[src/rtl/param_nibble_alu_seq.sv]
// Nibble-serial sequencer around a 4-bit ALU slice: streams one 32-bit operation through
// the slice LSB nibble first, chaining carry, and assembles the result and compare flags.
module param_nibble_alu_seq #(
    parameter int P_NBITS = 4,
    parameter int P_XLEN  = 32
) (
    input  logic               clk,
    input  logic               reset_n,
    input  logic               req_val,
    output logic               req_rdy,
    input  logic [2:0]         req_op,
    input  logic [P_XLEN-1:0]  req_a,
    input  logic [P_XLEN-1:0]  req_b,
    output logic [P_NBITS-1:0] alu_in_a,
    output logic [P_NBITS-1:0] alu_in_b,
    output logic               alu_in_c,
    output logic               alu_addsub_fn,
    output logic [1:0]         alu_logic_fn,
    input  logic [P_NBITS-1:0] alu_sum_out,
    input  logic               alu_carry_out,
    input  logic               alu_a_b_not_eq,
    input  logic [P_NBITS-1:0] alu_fn_out,
    output logic               resp_val,
    input  logic               resp_rdy,
    output logic [P_XLEN-1:0]  resp_result,
    output logic               resp_eq,
    output logic               resp_lt,
    output logic               resp_ltu,
    output logic               resp_carry
);

    localparam int C_N_OFF   = P_XLEN / P_NBITS;
    localparam int C_OFFBITS = $clog2(C_N_OFF);
    localparam logic [C_OFFBITS-1:0] C_LAST = C_OFFBITS'(C_N_OFF - 1);

    typedef enum logic [1:0] {S_IDLE, S_BUSY, S_DONE} state_t;

    state_t                state_q, state_d;
    logic [C_OFFBITS-1:0]  cnt_q, cnt_d;
    logic [P_XLEN-1:0]     a_q, a_d;
    logic [P_XLEN-1:0]     b_q, b_d;
    logic [2:0]            op_q, op_d;
    logic                  carry_q, carry_d;
    logic                  neq_q, neq_d;
    logic [P_XLEN-1:0]     res_q, res_d;
    logic                  eq_q, eq_d;
    logic                  lt_q, lt_d;
    logic                  ltu_q, ltu_d;
    logic                  cout_q, cout_d;

    logic                  is_arith;
    logic                  is_sub;
    logic                  busy;
    logic [P_NBITS-1:0]    nib_sel;
    logic                  a_msb, b_msb, s_msb;
    logic                  neq_all;

    assign is_arith = ~op_q[2];
    assign is_sub   = ~op_q[2] & op_q[0];
    assign busy     = (state_q == S_BUSY);
    assign nib_sel  = op_q[2] ? alu_fn_out : alu_sum_out;
    // On the last nibble the low nibble of the shift regs holds the operand sign bits.
    assign a_msb    = a_q[P_NBITS-1];
    assign b_msb    = b_q[P_NBITS-1];
    assign s_msb    = alu_sum_out[P_NBITS-1];
    assign neq_all  = neq_q | alu_a_b_not_eq;

    assign req_rdy       = (state_q == S_IDLE);
    assign resp_val      = (state_q == S_DONE);
    assign alu_in_a      = busy ? a_q[P_NBITS-1:0] : '0;
    assign alu_in_b      = busy ? b_q[P_NBITS-1:0] : '0;
    assign alu_in_c      = busy ? ((cnt_q == '0) ? is_sub : carry_q) : 1'b0;
    assign alu_addsub_fn = is_sub;
    assign alu_logic_fn  = op_q[1:0];
    assign resp_result   = res_q;
    assign resp_eq       = eq_q;
    assign resp_lt       = lt_q;
    assign resp_ltu      = ltu_q;
    assign resp_carry    = cout_q;

    always_comb begin
        state_d = state_q;
        cnt_d   = cnt_q;
        a_d     = a_q;
        b_d     = b_q;
        op_d    = op_q;
        carry_d = carry_q;
        neq_d   = neq_q;
        res_d   = res_q;
        eq_d    = eq_q;
        lt_d    = lt_q;
        ltu_d   = ltu_q;
        cout_d  = cout_q;
        case (state_q)
            S_IDLE: begin
                if (req_val) begin
                    a_d     = req_a;
                    b_d     = req_b;
                    op_d    = req_op;
                    cnt_d   = '0;
                    neq_d   = 1'b0;
                    carry_d = 1'b0;
                    state_d = S_BUSY;
                end
            end
            S_BUSY: begin
                a_d     = a_q >> P_NBITS;
                b_d     = b_q >> P_NBITS;
                res_d   = {nib_sel, res_q[P_XLEN-1:P_NBITS]};
                carry_d = alu_carry_out;
                neq_d   = neq_all;
                cnt_d   = cnt_q + C_OFFBITS'(1);
                if (cnt_q == C_LAST) begin
                    state_d = S_DONE;
                    eq_d    = ~neq_all;
                    cout_d  = is_arith & alu_carry_out;
                    ltu_d   = is_sub & ~alu_carry_out;
                    // Signed less-than: sign of difference, corrected on overflow.
                    lt_d    = is_sub & (s_msb ^ ((a_msb ^ b_msb) & (a_msb ^ s_msb)));
                end
            end
            S_DONE: begin
                if (resp_rdy) begin
                    state_d = S_IDLE;
                end
            end
            default: state_d = S_IDLE;
        endcase
    end

    always_ff @(posedge clk or negedge reset_n) begin
        if (!reset_n) begin
            state_q <= S_IDLE;
            cnt_q   <= '0;
            a_q     <= '0;
            b_q     <= '0;
            op_q    <= '0;
            carry_q <= 1'b0;
            neq_q   <= 1'b0;
            res_q   <= '0;
            eq_q    <= 1'b0;
            lt_q    <= 1'b0;
            ltu_q   <= 1'b0;
            cout_q  <= 1'b0;
        end else begin
            state_q <= state_d;
            cnt_q   <= cnt_d;
            a_q     <= a_d;
            b_q     <= b_d;
            op_q    <= op_d;
            carry_q <= carry_d;
            neq_q   <= neq_d;
            res_q   <= res_d;
            eq_q    <= eq_d;
            lt_q    <= lt_d;
            ltu_q   <= ltu_d;
            cout_q  <= cout_d;
        end
    end

endmodule
[config.mk]
export PLATFORM = sky130hd
export DESIGN_NAME = param_nibble_alu_seq
export DESIGN_NICKNAME = d
export VERILOG_FILES = /design/src/rtl/param_nibble_alu_seq.sv
export SDC_FILE = /design/constraint.sdc
export NUM_CORES = 1
export LEC_CHECK = 0
export BUFFER_PORTS_ARGS = -buffer_cell sky130_fd_sc_hd__buf_2
export CORE_MARGIN = 2
export CORE_UTILIZATION = 40
export DETAILED_ROUTE_END_ITERATION = 12
export PLACE_DENSITY = 0.63
export SLEW_MARGIN = 40
export SYNTH_ARGS = -nofsm -noshare
export SYNTH_HDL_FRONTEND = slang
export SYNTH_SLANG_ARGS = --single-unit
[constraint.sdc]
create_clock -name clk -period 1.9 [get_ports clk]
set_input_delay 0.38 -clock clk [delete_from_list [all_inputs] [get_ports clk]]
set_output_delay 0.38 -clock clk [all_outputs]
set_load 0.02 [all_outputs]
==> flow_metrics.py, run 1 <==
metrics = {
    "routing": {
        "drtIter0Drc": 314,
        "avgRoutedWirePerCell_um": 15.7,
        "drc": 0,
        "via_count": 4049,
        "via_per_inst": 5.09,
        "firstDrtPassIters": 4,
        "ant_nets": 0,
        "wirelength_um": 12500,
    },
    "synth": {
        "synth_top_area_share_pct": 56.1,
        "yosysSeqAreaShare_pct": 56.1,
        "synth_edf_count": 0,
        "syn_inst": 521,
        "synth.distinct_cells": 27,
        "synth_nets": 605,
        "synth_area_leaders": "dfrtp_1 56%, nand2_1 10%, a22oi_1 8.4%, o21ai_0 6.5%, nor2b_1 2.9%",
        "dominantRegCellSynth": "dfrtp_1",
        "synth_most_common_cell": "nand2_1",
        "synth-seq-cells": 110,
        "synthArstFlopShare_pct": 100,
        "ys_top_cells_by_count": "137 x nand2_1, 110 x dfrtp_1, 64 x o21ai_0",
        "synth.avg_cell_area_um2": 9.42,
        "yosysWarnings": 0,
        "synthesis.area_mm2": 0.00491,
        "yosys.area.top_type": "dfrtp_1",
    },
    "worst_hold_path": {
        "holdCritStartpoint": "alu_a_b_not_eq",
        "hold_class": "in2reg",
        "hold_end": "resp_eq",
        "holdPathStages": 2,
    },
    "layout": {
        "regArea_mm2": 0.00276,
        "area_growth_syn_to_layout_pct": 23.6,
        "stdcell_area_mm2": 0.00607,
        "fill_cells": 1151,
        "multi_input_area_mm2": 0.00192,
        "finalNonFillerCells": 796,
        "finish.utilization_pct": 50.5,
        "final_net_count": 726,
        "drive_gt1_share_pct": 27.5,
    },
    "floorplan": {
        "num_rows": 40,
        "die_h_um": 115,
        "die_x_um": 115,
        "start_util_pct": 40.9,
        "core_area_mm2": 0.0120,
        "dieArea_mm2": 0.0132,
        "ioPinCount": 131,
    },
    "global_routing": {
        "grt_usage_pct": 19.2,
        "grt_pass1_wl_um": 19700,
        "overflow": 0,
        "antenna_found_initial": 2,
        "first_global_vias": 3860,
        "grt_max_degree": 50,
    },
    "critical_path": {
        "crit_fanout": 25,
        "endpoint_kind": "primary output",
        "rr_startpoint": "state_q[1]",
        "reg2reg_slack_ps": 170,
        "critPathLaunchType": "flop",
        "reg2regPathDepth": 6,
        "worstPathRequired_ps": 1520,
        "worstPathArrival_ps": 1510,
        "path_class": "reg2out",
        "reg2reg_to": "b_q[16]",
    },
    "timing": {
        "timing.hold.ws_ps": 239,
        "fin_crit_ps": 1890,
        "finalCritPeriodShare_pct": 99.7,
        "final.setup.tns_ps": 0,
        "finalHoldViolCount": 0,
        "fmax_ghz": 0.528,
        "setup_ws_ps": 5.95,
        "relSlewSlack_pct": 47.7,
        "drv_slew": 0,
        "worstMarginPinSlew_ps": 781,
        "finClkSkew_ps": 7.29,
        "rsz0062_at_grt": "true",
        "setup_viol": 0,
    },
    "power_and_ir_drop": {
        "leakage_nw": 3.04,
        "peakVddDrop_mv": 0.636,
        "p_per_area_mw_per_mm2": 1620,
        "total_power_mw": 9.85,
    },
    "cts": {
        "cts_buffers": 9,
        "htree_levels": 3,
        "cts-root-buf": "clkbuf_16",
        "cts.sinks": 110,
        "clock_path_buffers": 2,
        "cts_tree": "done",
        "clk_latency_ps": 340,
        "path_clk_slew_ps": 70,
    },
    "placed_design": {
        "post-dp-hpwl_um": 8470,
        "post-place-ws_ps": 165,
        "placed_cells_incl_taps": 770,
        "placement.io_buffers": 130,
        "finalWeightedCongestion": 0.752,
        "placed_area_mm2": 0.00571,
    },
    "run": {
        "max_cap_violations": 0,
    },
    "status": {
        "outcome": "finished, final reports clean",
    },
}
## worst max-delay path: stages (launching register included)
cell and delay [ps]:
dfrtp_2 450, buf_4 310, nand2b_2 100, nor2_1 160
buf_4 170
## layer usage
metal | track usage [%] | up-vias | part of all wire (%)
met3 | 5.85 | 9 | 6.4
met2 | 29.3 | 95 | 49
met1 | 26.7 | 1934 | 44
met4 | 5.54 | 0 | 0.78
li1 | - | 2011 | -
met5 | 0 | - | 0
## repair_timing
action | in CTS | in global routing
endpoints found under the hold margin | 26 | 0
gates cloned | 1 | 1
setup buffers | 2 | 3
hold buffers | 1 | 0
gates resized for setup | 7 | 2
pin swaps | 2 | 1
endpoints found under the setup margin | 10 | 10
## flip-flops by register name (all words and copies together) (netlist names)
| signal | cells |
|---|---|
| resp_eq | 1 |
| b_q | 32 |
| resp_carry | 1 |
| resp_ltu | 1 |
| op_q | 3 |
| carry_q | 1 |
| resp_result | 32 |
| neq_q | 1 |
| cnt_q | 3 |
| state_q | 2 |
| a_q | 32 |
| resp_lt | 1 |
## report_power, final
group	internal, mW	leakage (nW)	switching (mW)
Clock	0.927	0.128	0.781
Combinational	1.58	1.50	2.50
Sequential	3.35	1.40	0.705
## logic make-up (layout without fill, tap and decap cells)
family                     after synthesis  after routing  share of synthesized area (%)
and+or+nand+nor                        188            190                           16.6
AOI/OAI and AO/OA                      154            154                           18.8
DFF                                    110            110                           56.1
buffers and inverters                   58            182                           5.81
muxes                                    8              8                           1.94
adders and majority gates                3              3                          0.765
other                                    0              2                              0
## worst max-delay path by stage
stage                          start     endpoint  slack (ps)
after global placement    state_q[1]  alu_in_a[3]         250
after detailed placement     req_val       a_q[0]         170
after floorplan              op_q[2]     alu_in_c         260
after global routing      state_q[0]     alu_in_c         -70
after CTS                   cnt_q[0]     alu_in_c          -2
final                     state_q[0]     alu_in_c           6
## placed cells by master (no fill, tap or decap), types with 3 or more instances in the layout
cell type	instances
o21ai_1	8
buf_4	18
mux2i_1	5
buf_2	128
clkbuf_16	9
and2_1	9
nor2b_1	19
mux2_4	3
buf_12	4
nor2b_2	4
nand2_1	137
dfrtp_2	3
dfrtp_1	107
o21ai_0	64
clkbuf_1	5
inv_1	13
a22oi_1	55
nand3_1	11
a21oi_1	21
nor2_1	3
## cell type report
| type | count | share of cell area (%) |
|---|---|---|
| antenna | 2 | 0.0824 |
| clock buffer | 15 | 4.25 |
| clock inverter | 1 | 0.0824 |
| inverter | 13 | 0.804 |
| multi-input combinational | 355 | 31.6 |
| sequential | 110 | 45.4 |
| tap | 147 | 3.03 |
| timing repair buffer | 153 | 14.8 |
Note: power is estimated with default switching activity, not from simulation.
==> inputs of run 2 (changes only) <==
- CORE_UTILIZATION: 40 -> 53
- PLACE_DENSITY: 0.63 -> 0.8
==> run 2 against run 1 <==
Sequential share of layout area increased by 0.79 points; global-route usage increased by 3.9 points; combinational power increased by 3%; clock skew increased by 1.4 ps; critical endpoint unchanged; register-to-register slack improved by 160 ps; wire length decreased by 7.4%; the run now ends with hold timing left; largest power group unchanged; clock power decreased by 19%.
==> flow_metrics.py, run 2 (synthesis gave the netlist of run 1 again) <==
metrics = {
    "status": {
        "outcome": "complete, but fails checks",
        "violations": "hold timing",
    },
    "global_routing": {
        "grt_usage_pct": 23.1,
        "met1_usage_pct": 31.6,
        "overflow": 0,
        "grt_max_degree": 50,
        "grtUsageMet2_pct": 37.7,
        "use_met3_pct": 4.32,
        "grt_pass1_wl_um": 18600,
        "grt.busiest_layer": "met2",
        "antenna_found_initial": 0,
        "first_global_vias": 3881,
    },
    "layout": {
        "final_common_cell": "nand2_1",
        "multi_input_area_mm2": 0.00189,
        "stdcell_area_mm2": 0.00597,
        "diodes": 0,
        "area_growth_syn_to_layout_pct": 21.5,
        "final_cell_mix": "137 x nand2_1, 125 x buf_2, 107 x dfrtp_1",
        "fill_cells": 780,
        "final_net_count": 730,
        "drive_gt1_share_pct": 28.3,
        "regArea_mm2": 0.00276,
        "finalNonFillerCells": 762,
    },
    "routing": {
        "via_count": 4114,
        "wirelength_um": 11500,
        "avgRoutedWirePerCell_um": 15.1,
        "drtIter0Drc": 213,
        "via_per_inst": 5.40,
        "drc": 0,
        "firstDrtPassIters": 5,
        "ant_nets": 0,
    },
    "cts": {
        "cts.sinks": 110,
        "cts_tree": "done",
        "clock_path_buffers": 2,
        "cts-hold-fix-buffers": 0,
        "cts_buffers": 9,
        "cts-root-buf": "clkbuf_8",
        "clk_latency_ps": 350,
        "path_clk_slew_ps": 100,
        "htree_levels": 3,
    },
    "placed_design": {
        "placement.io_buffers": 130,
        "placed_cells_incl_taps": 738,
        "post-dp-hpwl_um": 7850,
        "finalWeightedCongestion": 0.829,
        "placed_area_mm2": 0.00568,
    },
    "timing": {
        "finClkSkew_ps": 8.71,
        "rsz0062_at_grt": "true",
        "relSlewSlack_pct": 63.2,
        "timing.hold.ws_ps": -1.61,
        "drv_slew": 0,
        "worstMarginPinSlew_ps": 552,
        "final.setup.tns_ps": 0,
        "finalHoldViolCount": 1,
        "setup_viol": 0,
        "finalCritPeriodShare_pct": 97.6,
        "fin_crit_ps": 1850,
        "fmax_ghz": 0.539,
    },
    "power_and_ir_drop": {
        "p_per_area_mw_per_mm2": 1600,
        "peakVddDrop_mv": 0.689,
        "seq_power_share_pct": 41.5,
        "internal_power_mw": 5.63,
        "p_comb_share_pct": 44.0,
        "p_clk_share_pct": 14.5,
        "switching_share_pct": 41.2,
        "leakage_nw": 3.02,
        "p_sw_mw": 3.94,
    },
    "worst_hold_path": {
        "hold_class": "in2async",
    },
    "run": {
        "max_cap_violations": 0,
    },
    "floorplan": {
        "dieArea_mm2": 0.0100,
        "core_area_mm2": 0.00911,
        "ioPinCount": 131,
        "num_rows": 35,
        "start_util_pct": 53.9,
        "die_h_um": 100,
        "die_x_um": 100,
    },
    "critical_path": {
        "worstPathRequired_ps": 1520,
        "crit_fanout": 3,
        "path_class": "reg2out",
        "endpoint_kind": "primary output",
        "cp-startpoint": "cnt_q[1]",
        "worstPathArrival_ps": 1470,
        "rr_startpoint": "state_q[1]",
        "critPathLaunchType": "flop",
    },
}
[run 2: cell count changes in the layout (fill, tap and decap cells not counted), moves of 2 or more]
cell        change
clkbuf_1        -3
nor2b_2         -2
clkbuf_16       -9
clkinvlp_4      +2
buf_4           +9
buf_8           -2
buf_6           +3
buf_2           -3
clkbuf_8        +8
diode_2         -2
[run 2: path summary, 6_finish.rpt]
| path | end | slack [ps] | cells after the start |
|---|---|---|---|
| setup / recovery | alu_in_c | 50 | 6 |
| hold / removal | a_q[9] | -2 | 1 |
| setup reg to reg | a_q[25] | 330 | 5 |
| hold reg to reg | resp_eq | 470 | 1 |
| max in group asynchronous | resp_result[5] | 1310 | 2 |
| min in group clk | resp_eq | 210 | 2 |
[run 2: area by class of cell]
cell class	instances	share of cell area [%]
clock buffer	11	2.20
clock inverter	5	0.986
inverter	13	0.818
multi-input combinational	353	31.7
sequential	110	46.2
tap	111	2.33
timing repair buffer	159	15.8
[run 2: power by group through the flow]
stage               logic, mW  registers [mW]  clock network [mW]
finish                   4.21            3.98                1.39
CTS                      4.04            3.99                1.41
global route             4.67            4.12                1.52
detailed placement       3.95            4.04                   0
floorplan                2.48            4.27                   0
global placement         3.84            3.99                   0
[run 2: metrics by stage]
| stage | worst slack (ps) | power, mW | utilization, % |
|---|---|---|---|
| finish | 45.4 | 9.57 | 65.5 |
| global route | -21.1 | 10.3 | 65.5 |
| CTS | 12.8 | 9.44 | 64.7 |
| detailed placement | 308 | 7.99 | 62.3 |
| global placement | 375 | 7.83 | 62.3 |
| floorplan | 258 | 6.75 | - |
[run 2: critical path: stages (launching register included)]
cell	delay, ps
dfrtp_1	410
inv_1	60
ha_1	120
nor2b_2	130
mux2i_1	190
nor2_1	60
buf_4	160
[run 2: what timing repair did]
item	in CTS	in global routing
pin swaps	0	0
resized for setup	0	9
buffers inserted	2	6
setup endpoints to repair	5	7
[run 2: per-layer routing]
metal | wire, um | share of wire, % | vias up
met5 | 0 | 0 | -
met1 | 5000 | 43 | 1976
met4 | 201 | 1.7 | 0
li1 | - | - | 2009
met2 | 5780 | 50 | 110
met3 | 548 | 4.8 | 19
==> inputs of run 3 (changes only) <==
- CORE_MARGIN: 2 -> not set
- CORE_UTILIZATION: 53 -> 47
- PLACE_DENSITY: 0.8 -> 0.75
- clock period: 1.9 -> 1.51 ns (I/O delays scaled with it)
==> run 3 against run 2 <==
Clock power rose by 34%; sequential cell count did not move; die area rose by 8.1%; the run ends with setup timing left; clock-buffer cell count did not move; highest routed layer unchanged.
==> flow_metrics.py, run 3 (synthesis gave the netlist of run 1 again) <==
metrics = {
    "timing": {
        "finalCritPeriodShare_pct": 121,
        "finClkSkew_ps": 19.3,
        "relSlewSlack_pct": 77.0,
        "finalHoldViolCount": 0,
        "fmax_ghz": 0.547,
        "drv_slew": 0,
        "rsz0062_at_grt": "true",
        "fin_crit_ps": 1830,
        "setup_viol": 62,
        "setup_ws_ps": -318,
        "worstMarginPinSlew_ps": 344,
        "timing.hold.ws_ps": 102,
    },
    "floorplan": {
        "die_h_um": 104,
        "ioPinCount": 131,
        "start_util_pct": 49.3,
        "die_x_um": 104,
        "num_rows": 36,
        "dieArea_mm2": 0.0109,
        "core_area_mm2": 0.00995,
    },
    "critical_path": {
        "rr_startpoint": "state_q[0]",
        "cp-startpoint": "cnt_q[1]",
        "crit_fanout": 2,
        "path_class": "reg2out",
        "critPathLaunchType": "flop",
        "worstPathArrival_ps": 1530,
        "worstPathRequired_ps": 1210,
        "endpoint_kind": "primary output",
    },
    "placed_design": {
        "placed_area_mm2": 0.00581,
        "post-dp-hpwl_um": 8420,
        "post-place-ws_ps": -9.27,
        "placed_cells_incl_taps": 765,
        "placement.io_buffers": 130,
        "finalWeightedCongestion": 0.805,
    },
    "layout": {
        "finish.utilization_pct": 71.6,
        "final_cell_mix": "119 x buf_2, 117 x nand2_1, 108 x dfrtp_1",
        "multi_input_area_mm2": 0.00229,
        "final_common_cell": "buf_2",
        "area_growth_syn_to_layout_pct": 45.2,
        "regArea_mm2": 0.00276,
        "final_net_count": 777,
        "drive_gt1_share_pct": 44.1,
        "stdcell_area_mm2": 0.00713,
        "diodes": 0,
        "finalNonFillerCells": 831,
        "fill_cells": 677,
    },
    "global_routing": {
        "grt_pass1_wl_um": 20400,
        "overflow": 0,
        "antenna_found_initial": 0,
        "grt_max_degree": 47,
        "first_global_vias": 4088,
        "grt_usage_pct": 23.8,
    },
    "routing": {
        "avgRoutedWirePerCell_um": 19.1,
        "drc": 0,
        "wirelength_um": 15800,
        "drtIter0Drc": 521,
        "via_per_inst": 5.60,
        "firstDrtPassIters": 5,
        "via_count": 4657,
        "ant_nets": 0,
    },
    "cts": {
        "htree_levels": 3,
        "cts-root-buf": "clkbuf_8",
        "clock_path_buffers": 2,
        "cts_buffers": 9,
        "cts.sinks": 110,
        "cts_tree": "done",
        "path_clk_slew_ps": 110,
        "clk_latency_ps": 390,
    },
    "worst_hold_path": {
        "hold_class": "in2reg",
        "holdCritStartpoint": "alu_a_b_not_eq",
    },
    "power_and_ir_drop": {
        "p_sw_mw": 6.23,
        "internal_power_mw": 8.53,
        "p_clk_share_pct": 12.6,
        "leakage_nw": 3.62,
        "p_per_area_mw_per_mm2": 2070,
        "seq_power_share_pct": 35.5,
        "switching_share_pct": 42.2,
        "p_comb_share_pct": 51.9,
        "peakVddDrop_mv": 0.888,
    },
    "run": {
        "max_cap_violations": 0,
    },
    "status": {
        "outcome": "complete, but fails checks",
        "violations": "setup timing",
    },
}
==> run 3: critical path, stage by stage, from the launching register on <==
cell     delay [ps]
dfrtp_1         400
inv_1            60
ha_2            160
nor2b_4         140
mux2i_1         220
nor2_2           50
buf_6           130
==> run 3: area by class of cell <==
| type | instances | area share (%) |
|---|---|---|
| Clock buffer | 11 | 1.98 |
| Clock inverter | 5 | 0.825 |
| Inverter | 13 | 0.720 |
| Multi-Input combinational cell | 355 | 32.1 |
| Sequential cell | 110 | 38.7 |
| Tap cell | 133 | 2.33 |
| Timing Repair Buffer | 204 | 23.4 |
==> run 3: power by group through the flow <==
stage	logic, mW	clock network (mW)	registers, mW
global placement	5.04	0	5.01
finish	7.65	1.86	5.23
CTS	5.93	1.82	5.05
floorplan	3.13	0	5.37
detailed placement	5.22	0	5.10
global route	8.18	1.99	5.37
==> run 3: path summary, 6_finish.rpt <==
check                           end  slack, ps  cells after the start
max                        alu_in_c       -320                      6
min                         resp_eq        100                      2
max reg2reg                  b_q[5]       -140                      8
min reg2reg                 resp_eq        470                      1
max in group asynchronous   b_q[26]        590                      3
min in group asynchronous   a_q[10]        350                      2
==> run 3: metrics by stage <==
stage               total power, mW  TNS (ps)
finish                         14.8     -5550
CTS                            12.8     -3290
floorplan                      8.50         0
global placement               10.1         0
global route                   15.5     -8270
detailed placement             10.3     -9.27
==> run 3: what timing repair did <==
action | in CTS | in global routing
cloned | 2 | 19
pin swaps | 4 | 27
endpoints found under the setup margin | 12 | 69
hold endpoints to repair | 21 | 0
gates resized for setup | 53 | 135
hold buffers | 1 | 0
setup buffers | 12 | 20
==> run 3: metal layers <==
layer,up-vias,wire length [um],GRT usage [%]
met3,51,1120,4.70
met5,-,0,0
met1,2220,6500,32.7
li1,2130,-,-
met2,256,7670,38.4
met4,0,554,6.73
